==> src/rtl/exec_unit_if.sv <==
// Issue and result bundle for exec_unit: operand/handshake signals towards the
// unit and the registered write-back/redirect signals coming out of it.
interface exec_unit_if #(
  parameter int XLEN  = 32,
  parameter int REG_W = 6
);
  logic             flush;
  logic             in_valid;
  logic             in_ready;
  logic [3:0]       op;
  logic             mul;
  logic             use_imm;
  logic [XLEN-1:0]  pc;
  logic [XLEN-1:0]  rs1_v;
  logic [XLEN-1:0]  rs2_v;
  logic [XLEN-1:0]  imm;
  logic [REG_W-1:0] rd;

  logic             out_valid;
  logic             out_ready;
  logic [XLEN-1:0]  data;
  logic             reg_write_enabled;
  logic [REG_W-1:0] reg_write_dest;
  logic             is_jump_enabled;
  logic [XLEN-1:0]  jump_dest;

  modport master (
    output flush, in_valid, op, mul, use_imm, pc, rs1_v, rs2_v, imm, rd, out_ready,
    input  in_ready, out_valid, data, reg_write_enabled, reg_write_dest,
           is_jump_enabled, jump_dest
  );

  modport slave (
    input  flush, in_valid, op, mul, use_imm, pc, rs1_v, rs2_v, imm, rd, out_ready,
    output in_ready, out_valid, data, reg_write_enabled, reg_write_dest,
           is_jump_enabled, jump_dest
  );
endinterface

==> src/rtl/exec_unit.sv <==
// Execute stage: single-cycle ALU/branch/jump with registered results, plus an
// iterative LSB-first shift-add multiplier, valid/ready on both sides and flush.
module exec_unit #(
  parameter int XLEN  = 32,
  parameter int REG_W = 6
) (
  input  logic         clk,
  input  logic         rstn,
  exec_unit_if.slave   bus
);

  localparam int SHW = $clog2(XLEN);

  typedef enum logic [3:0] {
    OP_ADD  = 4'd0,  OP_SUB  = 4'd1,  OP_AND  = 4'd2,  OP_OR   = 4'd3,
    OP_XOR  = 4'd4,  OP_SLL  = 4'd5,  OP_SRL  = 4'd6,  OP_SRA  = 4'd7,
    OP_SLT  = 4'd8,  OP_SLTU = 4'd9,  OP_BEQ  = 4'd10, OP_BNE  = 4'd11,
    OP_BLT  = 4'd12, OP_BGE  = 4'd13, OP_JAL  = 4'd14, OP_JALR = 4'd15
  } op_e;

  typedef enum logic [1:0] {S_IDLE, S_MUL, S_HOLD} state_e;

  state_e          state;
  logic [XLEN-1:0] mcand;
  logic [XLEN-1:0] mplier;
  logic [XLEN-1:0] acc;
  logic [SHW-1:0]  cnt;

  logic [XLEN-1:0] opb;
  logic [SHW-1:0]  shamt;
  logic [XLEN-1:0] res_data;
  logic            res_load_data;
  logic            res_wen;
  logic            res_jen;
  logic [XLEN-1:0] res_jdest;
  logic [XLEN-1:0] acc_next;
  logic [XLEN-1:0] jalr_sum;
  logic            accept;

  // in_ready is held low while rstn is asserted, not just after the first edge.
  assign bus.in_ready = rstn && !bus.flush &&
                        (state == S_IDLE || (state == S_HOLD && bus.out_ready));
  assign accept       = bus.in_valid && bus.in_ready;

  assign opb      = bus.use_imm ? bus.imm : bus.rs2_v;
  assign shamt    = opb[SHW-1:0];
  assign acc_next = acc + (mplier[0] ? mcand : '0);
  assign jalr_sum = bus.rs1_v + bus.imm;

  always_comb begin
    // NOTE: every output of this block gets a default first so no latch is inferred.
    res_data      = '0;
    res_load_data = 1'b1;
    res_wen       = (bus.rd != '0);
    res_jen       = 1'b0;
    res_jdest     = bus.pc + bus.imm;
    case (op_e'(bus.op))
      OP_ADD:  res_data = bus.rs1_v + opb;
      OP_SUB:  res_data = bus.rs1_v - opb;
      OP_AND:  res_data = bus.rs1_v & opb;
      OP_OR:   res_data = bus.rs1_v | opb;
      OP_XOR:  res_data = bus.rs1_v ^ opb;
      OP_SLL:  res_data = bus.rs1_v << shamt;
      OP_SRL:  res_data = bus.rs1_v >> shamt;
      OP_SRA:  res_data = XLEN'($signed(bus.rs1_v) >>> shamt);
      OP_SLT:  res_data = {{(XLEN-1){1'b0}}, $signed(bus.rs1_v) < $signed(opb)};
      OP_SLTU: res_data = {{(XLEN-1){1'b0}}, bus.rs1_v < opb};
      OP_BEQ, OP_BNE, OP_BLT, OP_BGE: begin
        // Branches leave data untouched and never write back.
        res_load_data = 1'b0;
        res_wen       = 1'b0;
        case (op_e'(bus.op))
          OP_BEQ:  res_jen = (bus.rs1_v == bus.rs2_v);
          OP_BNE:  res_jen = (bus.rs1_v != bus.rs2_v);
          OP_BLT:  res_jen = ($signed(bus.rs1_v) <  $signed(bus.rs2_v));
          default: res_jen = ($signed(bus.rs1_v) >= $signed(bus.rs2_v));
        endcase
      end
      OP_JAL: begin
        res_data = bus.pc + XLEN'(4);
        res_jen  = 1'b1;
      end
      default: begin
        res_data  = bus.pc + XLEN'(4);
        res_jen   = 1'b1;
        res_jdest = {jalr_sum[XLEN-1:1], 1'b0};
      end
    endcase
  end

  // NOTE: sequential state uses non-blocking assignments so every register
  // samples the pre-edge values regardless of statement order.
  always_ff @(posedge clk or negedge rstn) begin
    if (!rstn) begin
      state                 <= S_IDLE;
      bus.out_valid         <= 1'b0;
      bus.data              <= '0;
      bus.reg_write_enabled <= 1'b0;
      bus.reg_write_dest    <= '0;
      bus.is_jump_enabled   <= 1'b0;
      bus.jump_dest         <= '0;
      mcand                 <= '0;
      mplier                <= '0;
      acc                   <= '0;
      cnt                   <= '0;
    end else if (bus.flush) begin
      state         <= S_IDLE;
      bus.out_valid <= 1'b0;
    end else begin
      case (state)
        S_IDLE, S_HOLD: begin
          if (accept) begin
            bus.reg_write_dest <= bus.rd;
            if (bus.mul) begin
              state                 <= S_MUL;
              bus.out_valid         <= 1'b0;
              bus.reg_write_enabled <= (bus.rd != '0);
              bus.is_jump_enabled   <= 1'b0;
              mcand                 <= bus.rs1_v;
              mplier                <= opb;
              acc                   <= '0;
              cnt                   <= '0;
            end else begin
              state                 <= S_HOLD;
              bus.out_valid         <= 1'b1;
              bus.reg_write_enabled <= res_wen;
              bus.is_jump_enabled   <= res_jen;
              if (res_load_data) bus.data      <= res_data;
              if (res_jen)       bus.jump_dest <= res_jdest;
            end
          end else if (state == S_HOLD && bus.out_ready) begin
            state         <= S_IDLE;
            bus.out_valid <= 1'b0;
          end
        end
        S_MUL: begin
          acc    <= acc_next;
          mcand  <= mcand << 1;
          mplier <= mplier >> 1;
          cnt    <= cnt + 1'b1;
          if (cnt == SHW'(XLEN - 1)) begin
            state         <= S_HOLD;
            bus.out_valid <= 1'b1;
            bus.data      <= acc_next;
          end
        end
        default: state <= S_IDLE;
      endcase
    end
  end

endmodule

==> src/flat_wrapper.sv <==
// flat-port wrapper written by rule: the top's interface ports become plain ports
module exec_unit_flat 
#(
  parameter int XLEN  = 32,
  parameter int REG_W = 6
)
  (clk, rstn, bus_flush, bus_in_valid, bus_op, bus_mul, bus_use_imm, bus_pc, bus_rs1_v, bus_rs2_v, bus_imm, bus_rd, bus_out_ready, bus_in_ready, bus_out_valid, bus_data, bus_reg_write_enabled, bus_reg_write_dest, bus_is_jump_enabled, bus_jump_dest);
  exec_unit_if #(.XLEN(XLEN), .REG_W(REG_W)) bus_i ();
  input  logic clk;
  input  logic rstn;
  input wire logic [$bits(bus_i.flush)-1:0] bus_flush;
  input wire logic [$bits(bus_i.in_valid)-1:0] bus_in_valid;
  input wire logic [$bits(bus_i.op)-1:0] bus_op;
  input wire logic [$bits(bus_i.mul)-1:0] bus_mul;
  input wire logic [$bits(bus_i.use_imm)-1:0] bus_use_imm;
  input wire logic [$bits(bus_i.pc)-1:0] bus_pc;
  input wire logic [$bits(bus_i.rs1_v)-1:0] bus_rs1_v;
  input wire logic [$bits(bus_i.rs2_v)-1:0] bus_rs2_v;
  input wire logic [$bits(bus_i.imm)-1:0] bus_imm;
  input wire logic [$bits(bus_i.rd)-1:0] bus_rd;
  input wire logic [$bits(bus_i.out_ready)-1:0] bus_out_ready;
  output wire logic [$bits(bus_i.in_ready)-1:0] bus_in_ready;
  output wire logic [$bits(bus_i.out_valid)-1:0] bus_out_valid;
  output wire logic [$bits(bus_i.data)-1:0] bus_data;
  output wire logic [$bits(bus_i.reg_write_enabled)-1:0] bus_reg_write_enabled;
  output wire logic [$bits(bus_i.reg_write_dest)-1:0] bus_reg_write_dest;
  output wire logic [$bits(bus_i.is_jump_enabled)-1:0] bus_is_jump_enabled;
  output wire logic [$bits(bus_i.jump_dest)-1:0] bus_jump_dest;
  assign bus_i.flush = bus_flush;
  assign bus_i.in_valid = bus_in_valid;
  assign bus_i.op = bus_op;
  assign bus_i.mul = bus_mul;
  assign bus_i.use_imm = bus_use_imm;
  assign bus_i.pc = bus_pc;
  assign bus_i.rs1_v = bus_rs1_v;
  assign bus_i.rs2_v = bus_rs2_v;
  assign bus_i.imm = bus_imm;
  assign bus_i.rd = bus_rd;
  assign bus_i.out_ready = bus_out_ready;
  assign bus_in_ready = bus_i.in_ready;
  assign bus_out_valid = bus_i.out_valid;
  assign bus_data = bus_i.data;
  assign bus_reg_write_enabled = bus_i.reg_write_enabled;
  assign bus_reg_write_dest = bus_i.reg_write_dest;
  assign bus_is_jump_enabled = bus_i.is_jump_enabled;
  assign bus_jump_dest = bus_i.jump_dest;
  exec_unit #(.XLEN(XLEN), .REG_W(REG_W)) u_core (.clk(clk), .rstn(rstn), .bus(bus_i));
endmodule
==> config.mk <==
export PLATFORM = sky130hd
export DESIGN_NAME = exec_unit_flat
export DESIGN_NICKNAME = d
export VERILOG_FILES = /design/src/rtl/exec_unit_if.sv /design/src/rtl/exec_unit.sv /design/src/flat_wrapper.sv
export SDC_FILE = /design/constraint.sdc
export NUM_CORES = 1
export LEC_CHECK = 0
export CAP_MARGIN = 20
export CORE_AREA = 2 2 173 344
export DETAILED_ROUTE_END_ITERATION = 8
export DIE_AREA = 0 0 175 346
export HOLD_SLACK_MARGIN = 0.05
export PLACE_DENSITY = 0.69
export REMOVE_ABC_BUFFERS = 1
export SKIP_LAST_GASP = 1
export SYNTH_ARGS = -nofsm -noshare
export SYNTH_HDL_FRONTEND = slang
export SYNTH_SLANG_ARGS = --single-unit
export TNS_END_PERCENT = 100
==> constraint.sdc <==
create_clock -name clk -period 4.4 [get_ports clk]
set_clock_uncertainty 0.1 [all_clocks]
set_input_delay 0.88 -clock clk [delete_from_list [all_inputs] [get_ports clk]]
set_output_delay 0.88 -clock clk [all_outputs]
set_load 0.005 [all_outputs]
==> reports/qor.yml, run 1 <==
grt_antenna_before_repair: 3
grt_pass1_vias: 27700
globalplace.congestion: 1.12
syn_to_final_growth_pct: 35.0
vias: 27700
hold_violations: 0
startpoint_type: "input pin"
numCtsBuffers: 17
final_util_pct: 53.3
synth_area_per_cell_um2: 7.40
hold_class: "in2async"
crit_required_ns: 4.73
ys_seq_elements: 176
fmaxAchievable_mhz: 229
tightest_slew_ns: 0.847
die_h_um: 346
leakagePower_nw: 14.6
ir_drop_mv: 0.239
seq_area_um2: 4400
hold-worst-slack_ns: 0.132
fin_crit_sh_pct: 99.1
drcViolationCount: 0
rows: 125
worstSetupPathType: "in2reg"
grt_first_pass_wirelength_um: 171000
grt_usage_pct: 38.1
drtAntennaViolNets: 0
ctsRootBufferMaster: "clkbuf_16"
yosys_warnings: 0
cts_tree: "built"
place.port_buffers: 218
placed_area_um2: 30300
cts.reportedPaths.clkPinSlew_ns: 0.09
io_pins: 219
drt_iter0_markers: 2321
critPathSlowestCell: "a2111oi_0"
vias_per_cell: 6.07
slew_violations: 0
critPathMaxFanout: 6
fillCellCount: 5736
critPathBufInv: 3
path_cells: "clkdlybuf4s50_1 -> buf_4 -> ha_1 -> a21oi_1 -> o21ai_0 -> a2111oi_0 -> buf_4 -> a21oi_1 -> o2111a_1 -> or4_1 -> a31oi_1 -> a31oi_1 -> o31ai_1"
clkLatencyLatePin_ns: 0.53
die-area_um2: 60600
critPathArrivalTime_ns: 4.70
postLayoutCellArea_um2: 31000
seq_area_frac_synth_pct: 19.2
drt_wl_total_um: 117000
syn_area_um2: 22900
start_util_pct: 39.5
power_per_cell_area_nw_per_um2: 286
core_um2: 58000
clock_path_buffers: 2
rsz0062_at_grt: "true"
cts_sinks: 176
grt.overflow.total: 0
relSlewSlack_pct: 43.4
status: "finished clean"
synth_edf_count: 0
setup_viol: 0
async_flop_share_pct: 100
multi_input_area_um2: 17400
synth_top_flop_cell: "dfrtp_1"
nets: 4157
drv_cap: 0
max_stage_delay_ns: 0.68
drive_gt1_share_pct: 20.0
post-route-min-period_ns: 4.36
fp.dieW_um: 175
dp_hpwl_um: 94800
dr.pass1.iters: 7
grt_max_degree: 71
end_kind: "register"
synth_cell_type_count: 85
syn_inst: 3098
critPathTopFamily: "compound AO/OA/AOI/OAI gates"
htreeDepth: 4
wire_per_inst_um: 25.7
[state kept, by name, summed over array words and instances, names as in the netlist]
register	flops
u_core.bus.out_valid	1
u_core.mplier	32
u_core.mcand	32
u_core.bus.data	32
u_core.acc	32
u_core.cnt	5
u_core.bus.reg_write_enabled	1
u_core.bus.reg_write_dest	6
u_core.state	2
u_core.bus.jump_dest	32
u_core.bus.is_jump_enabled	1
[Yosys cell counts (54+ instances only)]
cell type    n  area (um2)
a21o_1      62         465
ha_1       228        2850
o21ai_0    309        1550
and2_1      54         338
clkbuf_1   136         510
inv_1      149         559
nand3_1     77         385
mux2i_1    141        1410
dfrtp_1    176        4400
nand2_1    399        1500
xnor2_1     64         561
nor2_1     222         833
a21oi_1    275        1380
[path summary, 6_finish.rpt]
path,startpoint,endpoint,slack [ns],cells past startpoint
hold / removal,rstn,u_core.acc[22]$_DFFE_PN0P_,0.13,1
min in group clk,u_core.bus.reg_write_dest[0]$_DFFE_PN0P_,u_core.bus.reg_write_dest[0]$_DFFE_PN0P_,0.38,2
setup reg to reg,u_core.mplier[0]$_DFFE_PN0P_,u_core.bus.data[28]$_DFFE_PN0P_,0.37,15
max in group asynchronous,rstn,u_core.mplier[30]$_DFFE_PN0P_,2.70,3
setup / recovery,bus_rs1_v[13],u_core.bus.jump_dest[30]$_DFFE_PN0P_,0.04,13
hold reg to reg,u_core.bus.reg_write_dest[0]$_DFFE_PN0P_,u_core.bus.reg_write_dest[0]$_DFFE_PN0P_,0.38,2
[cells by family (layout without fill, tap and decap cells)]
logic type                 Yosys count  count (layout)  share of synthesized area [%]
AOI/OAI and AO/OA                 1073            1073                           29.5
and+or+nand+nor                    978             978                           19.5
buffers and inverters              335            1029                           5.64
adders and majority gates          233             233                           12.9
muxes                              193             193                           9.11
DFF                                176             176                           19.2
xor gates and xnor gates           110             110                           4.20
other                                0               1                              0
[metal layers]
layer  global-route usage (%)  vias to the layer above  part of all wire [%]
met5                        0                        -                 0.015
li1                         -                    12700                     -
met1                     41.5                    13200                    35
met3                     5.11                      461                   6.8
met4                     32.1                        2                    10
met2                     64.8                     1363                    48
[where the power goes]
group / switching, W / total (W) / internal (W) / leakage, nW
registers: 0.000333 / 0.00241 / 0.00207 / 2.23
clock network: 0.000938 / 0.00171 / 0.000767 / 0.289
logic: 0.00250 / 0.00473 / 0.00223 / 12.1
total: 0.00378 / 0.00884 / 0.00507 / 14.6
[stage by stage]
stage / total power [W] / TNS, ns / cells / setup WS [ns]
6_report: 0.00884 / 0 / 4555 / 0.0375
5_1_grt: 0.00931 / -0.107 / 4555 / -0.107
4_1_cts: 0.00874 / 0 / 4552 / 0.0385
3_5_place_dp: 0.00703 / -18.98 / 4520 / -0.553
3_3_place_gp: 0.00697 / -17.36 / 4520 / -0.553
2_1_floorplan: 0.00464 / -477.85 / 2916 / -4.39
[area by class of cell]
| type | instances | share of cell area, % |
|---|---|---|
| flip-flops and latches | 176 | 14.2 |
| repair buffers | 844 | 22.8 |
| inverters | 153 | 1.86 |
| diodes | 1 | 0.00809 |
| well taps | 762 | 3.08 |
| multi-input cells | 2587 | 56.1 |
| clock inverters | 14 | 0.526 |
| clock buffers | 18 | 1.39 |
[placed cells by master (no fill, tap or decap), types with 43 or more instances in the layout]
cell and count:
a31oi_1 43, nand3_1 77, mux2_2 43, clkdlybuf4s50_1 215
a21oi_1 274, xor2_1 46, xnor2_1 64, dfrtp_1 176
ha_1 228, o21ai_0 306, and2_1 54, inv_1 149
buf_4 611, a211oi_1 45, mux2i_1 140, a21o_1 62
nor2_1 220, nand2_1 399
[repair_timing]
action                                 in CTS  in global routing
pin swaps                                   0                  2
resized for setup                           1                 12
endpoints found under the hold margin       0                  0
setup endpoints to repair                   1                 15
setup buffers                               0                  2
hold buffers                                0                  0
No activity file was read; power rests on OpenSTA's default activity.
==> run 2, diff against run 1 <==
Settings changed: CAP_MARGIN 20 to not set.
==> results of run 2 <==
No change in the layout: final DEF, timing and power equal those of run 1.
